`src/rtl/mem_arbiter_ctrl.sv`:
```
// Single-port byte-wide RAM controller shared by instruction fetch and load/store.
// Each access is serialised into 1/2/4 little-endian byte beats; loads are assembled and extended.
module mem_arbiter_ctrl #(
  parameter int ADDR_W = 32,
  parameter int XLEN   = 32
) (
  input  logic              clk,
  input  logic              rst_n,
  input  logic              rdy,
  input  logic              if_req_i,
  input  logic [ADDR_W-1:0] if_addr_i,
  output logic              if_done_o,
  output logic [XLEN-1:0]   if_inst_o,
  input  logic              mem_req_i,
  input  logic              mem_we_i,
  input  logic [2:0]        mem_func3_i,
  input  logic [ADDR_W-1:0] mem_addr_i,
  input  logic [XLEN-1:0]   mem_wdata_i,
  output logic              mem_done_o,
  output logic [XLEN-1:0]   mem_rdata_o,
  output logic [ADDR_W-1:0] ram_a_o,
  output logic [7:0]        ram_dout_o,
  output logic              ram_wr_o,
  input  logic [7:0]        ram_din_i
);
  typedef enum logic [1:0] {IDLE, READ, WRITE} state_t;

  state_t            state;
  logic              last_mem, own_mem;
  logic [ADDR_W-1:0] base, ram_a_r, gbase;
  logic [3:0][7:0]   wdata_q, rbuf, rbuf_nx;
  logic [2:0]        f3_q, cnt, edge_n, nbeats;
  logic [7:0]        ram_dout_r;
  logic              ram_wr_r, if_done_r, mem_done_r;
  logic [XLEN-1:0]   if_inst_r, mem_rdata_r;
  logic              req_if, req_mem, pick_mem;

  function automatic logic [XLEN-1:0] extend(input logic [2:0] f3, input logic [3:0][7:0] b);
    case (f3)
      3'b000:  return {{(XLEN-8){b[0][7]}}, b[0]};
      3'b001:  return {{(XLEN-16){b[1][7]}}, b[1], b[0]};
      3'b100:  return XLEN'(b[0]);
      3'b101:  return XLEN'({b[1], b[0]});
      default: return XLEN'(b);
    endcase
  endfunction

  always_comb begin
    // a requester still showing its done pulse is not regranted on its stale level request
    req_if   = if_req_i  & ~if_done_r;
    req_mem  = mem_req_i & ~mem_done_r;
    pick_mem = req_mem & (~req_if | ~last_mem);
    gbase    = pick_mem ? mem_addr_i : if_addr_i;
    edge_n   = cnt + 3'd1;
    case (f3_q[1:0])
      2'b00:   nbeats = 3'd1;
      2'b01:   nbeats = 3'd2;
      default: nbeats = 3'd4;
    endcase
    // byte k arrives two edges after its address, i.e. when cnt == k+1
    rbuf_nx = rbuf;
    if (cnt != 3'd0) rbuf_nx[cnt[1:0] - 2'd1] = ram_din_i;
  end

  always_ff @(posedge clk or negedge rst_n) begin
    if (!rst_n) begin
      state       <= IDLE;
      last_mem    <= 1'b0;
      own_mem     <= 1'b0;
      base        <= '0;
      ram_a_r     <= '0;
      wdata_q     <= '0;
      rbuf        <= '0;
      f3_q        <= '0;
      cnt         <= '0;
      ram_dout_r  <= '0;
      ram_wr_r    <= 1'b0;
      if_done_r   <= 1'b0;
      mem_done_r  <= 1'b0;
      if_inst_r   <= '0;
      mem_rdata_r <= '0;
    end else if (rdy) begin
      if_done_r  <= 1'b0;
      mem_done_r <= 1'b0;
      case (state)
        IDLE: if (req_if || req_mem) begin
          own_mem  <= pick_mem;
          last_mem <= pick_mem;
          base     <= gbase;
          ram_a_r  <= gbase;
          f3_q     <= pick_mem ? mem_func3_i : 3'b010;
          wdata_q  <= mem_wdata_i[31:0];
          rbuf     <= '0;
          cnt      <= '0;
          if (pick_mem && mem_we_i) begin
            ram_dout_r <= mem_wdata_i[7:0];
            ram_wr_r   <= 1'b1;
            state      <= WRITE;
          end else begin
            state <= READ;
          end
        end
        READ: begin
          cnt  <= edge_n;
          rbuf <= rbuf_nx;
          if (edge_n < nbeats) ram_a_r <= base + ADDR_W'(edge_n);
          if (edge_n == nbeats + 3'd1) begin
            state   <= IDLE;
            ram_a_r <= '0;
            if (own_mem) begin
              mem_done_r  <= 1'b1;
              mem_rdata_r <= extend(f3_q, rbuf_nx);
            end else begin
              if_done_r <= 1'b1;
              if_inst_r <= extend(f3_q, rbuf_nx);
            end
          end
        end
        WRITE: begin
          cnt <= edge_n;
          if (edge_n < nbeats) begin
            ram_a_r    <= base + ADDR_W'(edge_n);
            ram_dout_r <= wdata_q[edge_n[1:0]];
          end else begin
            ram_wr_r   <= 1'b0;
            ram_a_r    <= '0;
            ram_dout_r <= '0;
            mem_done_r <= 1'b1;
            state      <= IDLE;
          end
        end
        default: state <= IDLE;
      endcase
    end
  end

  // strobes are masked while paused so a held register never repeats a write or a done
  assign ram_wr_o    = ram_wr_r & rdy;
  assign if_done_o   = if_done_r & rdy;
  assign mem_done_o  = mem_done_r & rdy;
  assign ram_a_o     = ram_a_r;
  assign ram_dout_o  = ram_dout_r;
  assign if_inst_o   = if_inst_r;
  assign mem_rdata_o = mem_rdata_r;
endmodule
```
`config.mk`:
```
export PLATFORM = sky130hd
export DESIGN_NAME = mem_arbiter_ctrl
export DESIGN_NICKNAME = d
export VERILOG_FILES = /design/src/rtl/mem_arbiter_ctrl.sv
export SDC_FILE = /design/constraint.sdc
export NUM_CORES = 1
export LEC_CHECK = 0
export CAP_MARGIN = 10
export CORE_UTILIZATION = 40
export DETAILED_ROUTE_END_ITERATION = 6
export PLACE_DENSITY = 0.66
export SLEW_MARGIN = 25
export SYNTH_ARGS = -nofsm -noshare
export SYNTH_HDL_FRONTEND = slang
export SYNTH_SLANG_ARGS = --single-unit
```
`constraint.sdc`:
```
create_clock -name clk -period 9.6 [get_ports clk]
set_clock_uncertainty 0.2 [all_clocks]
set_input_delay 2.88 -clock clk [delete_from_list [all_inputs] [get_ports clk]]
set_output_delay 2.88 -clock clk [all_outputs]
set_load 0.005 [all_outputs]
```
==> impl_results.md <==
- Top sig layer: met4
- VDD IR max: ~0.00019 V
- Fin nets: 1,325
- CP Class: input port to primary output
- Slew @ Worst Pin: 1.02 ns
- Netlist cell types: 64
- Avg Cell Area, Syn: just over 10 um2
- Critical Path RT: 6.52 ns
- Crit Path Max Fanout: 12
- Worst rel slew slack: 31.5%
- DRC viols: 0
- All-Layer GR Usage: 20.4%
- Number of synthesized flops with an enable pin: 0
- Combinational Power Share: 44.1%
- CP endpoint kind: primary output
- Synth top area share: 51.2%
- Final HPWL DP: 18,400 um
- CP Cell Sequence: clkdlybuf4s50_1 > and2_1 > clkdlybuf4s50_1
- CTS clk-pin slew, worst paths: about 0.06 ns
- Worst-Skew Late Latency: 0.51 ns
- Die ar.: 26,600 um2
- Cell mode on critical path: clkdlybuf4s50_1
- PD cells: 319 nW/um2
- Post-Route WL: 26,900 um
- Clock network power share: 19.9%
- Switching pwr: 0.00158 W
- Yosys warns: 0
- Share of the yosys chip area belonging to registers: 51.2%
- Mapped Cells: 1,003
- Vias: 8,239
- DRT iter0 DRCs: ~540
- Mapped Area: 10,400 um2
- Area contributors post-synth: dfrtp_1 51%, nand2_1 5.6%, mux2i_1 4.6%
- Slew Limit Fails: 0
- DRT antenna net count: 0
- Status: finished clean
- Switching fraction of total power: 36.5%
- Tmin final: around 7.4 ns
- Buf/Inv on CP: 2
- Met3 wire len: 1420 um
- CP max-delay cell: clkdlybuf4s50_1
- Mapped Nets: 1,133
- CP Data Arrival Time: 4.29 ns
- Post-CTS Resized: 0
- Vias in the first global route: between 8,000 and 9,000
- Int Power: about 0.0027 W
- PortBufs: 219
- First-pass DRT Iterations: 4
- Layout cells sized above 1: 10.1%
- Initial antenna violation count: 0
- Post-CTS Hold Buffers: 0
- Clock root cell: clkbuf_16
- Hold WC Path Type: flop to flop
- M1 WL: 12,400 um
- Maxcap violations: 0
- Crit-path max cell delay: between 0.7 and 0.8 ns
- FF+latch count, synth: 212
- Overflow after GRT: 0
- Die Ht: 163 um
- Family with the most delay on the worst path: buffers and inverters
- Post-CTS setup buffer count: 0
- H-tree depth: 1
- Total Neg Setup Slack: 0 ns
- Ant diodes: 0
- Wire length of the first global-routing pass: 43,500 um
- RD Place Congestion: 0.767
- Setup WS pre-CTS: 2.23 ns
- Detail Route met2 WL: 12,800 um
- Max Root-Sink Buffers: 3
- LEAKAGE: 6.01 nW
- Via-to-Cell Ratio: between 5 and 6
- CTS Buf Count: 23
- RSZ-0062 raised after global routing: false
- Tcrit/Tclk final: 76.8%
- CTS tree: yes
- Top Ports: 220
- Synth async-reset ratio: 100%
- Drt wl/cell: around 18 um
- Endpoints failing hold: 0
- Final setup vio count: 0
- Largest net degree at the start of global routing: a little under 90
- Flop pwr share: 36.0%
- Commonest register cell after synthesis: dfrtp_1
- Clock Sinks: roughly 210
- Die width: 163 um
- Core region area: 25,300 um2
- Highest clock rate: 136 MHz
- Crit path launch type: input port
- Largest area contributor in the netlist: dfrtp_1
- Final setup margin: roughly 2.2 ns
- Area grow syn2layout: 30.6%
- Num rows: 58
- Starting Density: 40.9%
## metrics by stage
| stage | power [W] | instances | util [%] | cell area (um2) | hold slack [ns] |
|---|---|---|---|---|---|
| floorplan | 0.00269 | 1003 | - | 10400 | 0.240 |
| CTS | 0.00437 | 1538 | 53.4 | 13500 | 0.276 |
| detailed placement | 0.00349 | 1500 | 50.5 | 12800 | 0.262 |
| global placement | 0.00344 | 1500 | 50.5 | 12800 | 0.254 |
| global route | 0.00464 | 1538 | 53.4 | 13500 | 0.291 |
| finish | 0.00432 | 1538 | 53.4 | 13500 | 0.273 |
## flip-flops by register name, indices dropped and copies added (netlist names)
name and flops:
base 32, cnt 3, f3_q 3, if_done_r 1, if_inst_o 32, mem_done_r 1
mem_rdata_o 32, own_mem 1, ram_a_o 32, ram_dout_o 8, ram_wr_r 1, rbuf 32
state 2, wdata_q 32
## layer usage
layer	vias up	track usage, %
met5	-	0
met4	0	4.21
met3	28	3.57
met2	217	33.2
met1	4000	28.4
li1	3994	-
## Yosys cell counts, types with 8 or more instances
library cell,instances
a21oi_1,70
nor3_1,15
a221o_1,8
mux2i_1,48
nand4_1,8
o21ai_0,57
mux4_2,8
nand3_1,14
o21a_1,12
clkbuf_1,30
o22a_1,11
a31o_2,16
nand2_1,154
inv_1,11
and3_1,18
buf_2,29
mux2_2,39
ha_1,16
nor2_1,70
a211oi_1,18
xnor2_1,17
dfrtp_1,212
a22o_1,23
o221ai_1,9
## kinds of logic (layout without fill, tap and decap cells)
family / count (synthesis) / in the layout / share of synthesized area [%]
DFF: 212 / 212 / 51.2
and+or+nand+nor: 324 / 324 / 14.3
AOI/OAI and AO/OA: 259 / 259 / 16.9
buffers and inverters: 76 / 281 / 3.10
adders and majority gates: 17 / 17 / 2.12
xor gates and xnor gates: 20 / 20 / 1.82
muxes: 95 / 95 / 10.6
## tightest hold or removal path: cells and delay by family (launching register included)
family	cells	cell delay [ns]
AND/OR/NAND/NOR	2	0.10
flip-flops	1	0.34
## layout by cell type, fill, tap and decap left out, types with 3 or more instances in the layout
cell,Yosys,routed
inv_1,11,11
a31o_2,16,16
mux2_2,39,39
nand3_1,14,14
xnor2_1,17,17
o22a_1,11,11
nand4_1,8,8
o31ai_1,6,6
clkbuf_1,30,8
nor2_1,70,70
a211oi_1,18,18
a22o_1,23,23
o21ai_0,57,57
o21a_1,12,12
or3_1,5,5
clkbuf_8,0,3
and2_1,7,7
ha_1,16,16
dfrtp_1,212,212
clkdlybuf4s50_1,0,218
mux4_2,8,8
or4_1,7,7
nor3_1,15,15
nand2b_1,4,4
nor2b_1,3,3
and3_1,18,18
clkbuf_16,0,23
mux2i_1,48,48
nand2_1,154,153
a21boi_0,3,3
nor4_1,4,4
a21oi_1,70,70
a221o_1,8,8
a31oi_1,7,7
o221ai_1,9,9
buf_4,0,11
## power by group through the flow
stage | registers [W] | logic (W) | clock network [W]
floorplan | 0.00150 | 0.00119 | 0
global placement | 0.00156 | 0.00188 | 0
detailed placement | 0.00157 | 0.00192 | 0
CTS | 0.00156 | 0.00193 | 0.000884
global route | 0.00161 | 0.00212 | 0.000919
finish | 0.00156 | 0.00190 | 0.000862
## path summary, 6_finish.rpt
check,from,end,slack (ns),cells past startpoint
setup / recovery,rdy,ram_wr_o,2.23,3
hold reg to reg,wdata_q[29]$_DFFE_PN0P_,wdata_q[29]$_DFFE_PN0P_,0.27,2
min in group asynchronous,rst_n,if_inst_o[23]$_DFFE_PN0P_,2.14,1
setup reg to reg,cnt[0]$_DFFE_PN0P_,ram_a_o[31]$_DFFE_PN0P_,5.06,8
max in group asynchronous,rst_n,ram_a_o[8]$_DFFE_PN0P_,5.83,2
hold / removal,wdata_q[29]$_DFFE_PN0P_,wdata_q[29]$_DFFE_PN0P_,0.27,2
## layout make-up
type	count	area, um2
clock inverters	4	70.1
repair buffers	231	2290
well taps	330	413
fillers	2287	11800
flip-flops and latches	212	5310
multi-input cells	715	4760
inverters	12	45.0
clock buffers	34	647
Note: power is estimated with default switching activity, not from simulation.
==> RTL change: new RTL, same flow settings <==
Set the parameter `ADDR_W` to 40 (it was 32).
--- a/src/rtl/mem_arbiter_ctrl.sv
+++ b/src/rtl/mem_arbiter_ctrl.sv
@@ -3,3 +3,3 @@
 module mem_arbiter_ctrl #(
-  parameter int ADDR_W = 32,
+  parameter int ADDR_W = 40,
   parameter int XLEN   = 32
Interface: changed (resized if_addr_i, mem_addr_i and ram_a_o); port bits go from 220 to 244. The function was not compared with the original's and may differ.
==> RTL change against the unedited design <==
- global-route usage up 0.32 points
- register-to-register slack better by 190 ps
- power rose by 5.3%
- first-iteration DRC count is 19% lower
- sequential cell count rose by 16
- worst setup slack worse by 130 ps
- final area up 8.6%
- routed wire length is 6.0% higher
- synthesized area grew 6.8%
- maximum frequency is 1.8% lower
- sequential share of layout area fell by 0.39 points
- non-clock buffer count grew 21
==> RTL change: results (changes against the unedited design) <==
GRT
  • Pin count of the biggest net entering global routing: 122 (+39%)
  • Global router's overall resource usage: 20.7% (+0.32 points)
  • First-pass GRT wire length: 47300 um (+8.7%)
  • Vias in the first global route: 8798 (+8.5%)
  • Initial antenna violation count: 2 (+2)

Clocking
  • Maximum number of buffers from clock root to sink: 3 (unchanged)
  • Clock buffers created by TritonCTS: 26 (+13%)
  • Total setup buffers inserted after CTS: 0 (unchanged)
  • H-tree depth reported by CTS: 1 (unchanged)
  • Hold bufs inserted after CTS: 0 (unchanged)

Drt
  • Avg Vias per Cell: 5.27 (-1.5%)
  • Number of detailed-routing iterations run before antenna repair: 5 (+1)
  • Number of DRC markers in iteration 0: 433 (-19%)
  • Routed length per placed instance: 17.2 um (-1.7%)

Worst setup path
  • Slowest library cell on the worst path: clkdlybuf4s50_1
  • Max Fanout on Critical Path: 8 (-4)
  • Startpoint of the most critical register-to-register path: cnt[0]$_DFFE_PN0P_
  • Longest individual stage delay on the worst path: 670 ps (-50 ps)
  • Worst reg2reg path endpoint: ram_a_o[36]$_DFFE_PN0P_
  • Worst endpoint data arrival time: 4430 ps (+140 ps)
  • Reg-to-reg slack, setup: 5250 ps (+190 ps)
  • Critical Path Sink: if_done_o
  • Cells on worst reg2reg path: 10 (+2)

Final layout
  • Fill cell count: 2380 (+4.1%)
  • Nets: 1443 (+8.9%)
  • Fraction of layout cells with a size suffix above 1: 9.19% (-0.91 points)

Power and ir drop
  • Maximum vdd ir drop: 0.165 mV (-12%)
  • Static power due to leakage: 0.00633 uW (+5.2%)

Place
  • GP Congestion: 0.775 (+1.1%)
  • HPWL after DPL: 19900 um (+8.1%)
  • Setup Slack @ Placement: 2080 ps (-155 ps)
  • Count of input and output buffers: 243 (+11%)

Synth
  • Number of distinct library cell variants in the gate-level netlist after synthesis: 68 (+6.3%)
  • Post-Syn Nets: 1225 (+8.1%)
  • Synth top cells by count: 228 x dfrtp_1, 223 x nand2_1, 81 x o21ai_1
  • Synth top area cells: dfrtp_1 52%, nand2_1 7.6%, mux2i_1 4.3%
  • Part of the Yosys area used for sequential elements: 51.5% (+0.37 points)

Timing
  • Worst hold slack: 269 ps (-3.86 ps)
  • Worst-margin pin slew: 1040 ps (+16.1 ps)
  • Highest achievable clock rate: 0.133 GHz (-1.8%)

Worst hold path
  • Hold Startpoint: wdata_q[31]$_DFFE_PN0P_
  • Terminating pin of the worst hold path: wdata_q[31]$_DFFE_PN0P_
  • Class of the tightest hold or removal check: flip-flop to flip-flop
  • Worst hold stages: 2 (unchanged)

Outcome
  • Status: finished clean
[RTL change: cell types whose count changed in the layout (fill, tap and decap cells not counted), sizes merged, moves of 13 or more]
cell,unedited run,this run
a31o,16,0
nand2,154,228
a21oi,70,42
dfrtp,212,228
o21ai,57,132
a211oi,19,0
nor2,71,36
xor2,2,17
clkdlybuf4s50,218,242
nor3,15,28
mux2,39,24
a32oi,0,16
[RTL change: cell families (layout without fill, tap and decap cells)]
family / count (synthesis) / after routing / synth area share, %
simple gates: 348 / 348 / 14.4
compound gates: 287 / 287 / 17.1
flops: 228 / 228 / 51.5
mux: 82 / 82 / 8.82
buf+inv: 78 / 316 / 3.03
xor+xnor: 39 / 39 / 3.15
fa+ha+maj: 17 / 17 / 1.99
other cells: 0 / 1 / 0
[RTL change: cell type report]
cell class / count / area share [%]
antenna: 1 / 0.0170
multi-input combinational: 773 / 34.3
timing repair buffer: 252 / 17.2
tap: 341 / 2.90
clock buffer: 41 / 5.63
inverter: 16 / 0.408
clock inverter: 7 / 0.749
sequential: 228 / 38.8
[RTL change: stage by stage]
stage / instances / cell area (um2) / utilization (%)
2_1_floorplan: 1079 / 11100 / -
3_3_place_gp: 1609 / 13700 / 50.8
3_5_place_dp: 1609 / 13700 / 50.8
4_1_cts: 1657 / 14700 / 54.3
5_1_grt: 1659 / 14700 / 54.4
6_report: 1659 / 14700 / 54.4
[RTL change: per-layer routing]
layer,track usage (%),vias up,share of wire [%]
li1,-,4287,-
met1,27.6,4185,44
met2,34.7,239,48
met3,4.37,38,6.4
met4,4.47,2,1.9
met5,0,-,0.042
[RTL change: power by group]
part           leakage, uW  internal, uW  switching [uW]
Sequential         0.00295          1330             278
Clock             0.000467           669             388
Combinational      0.00291           894             995
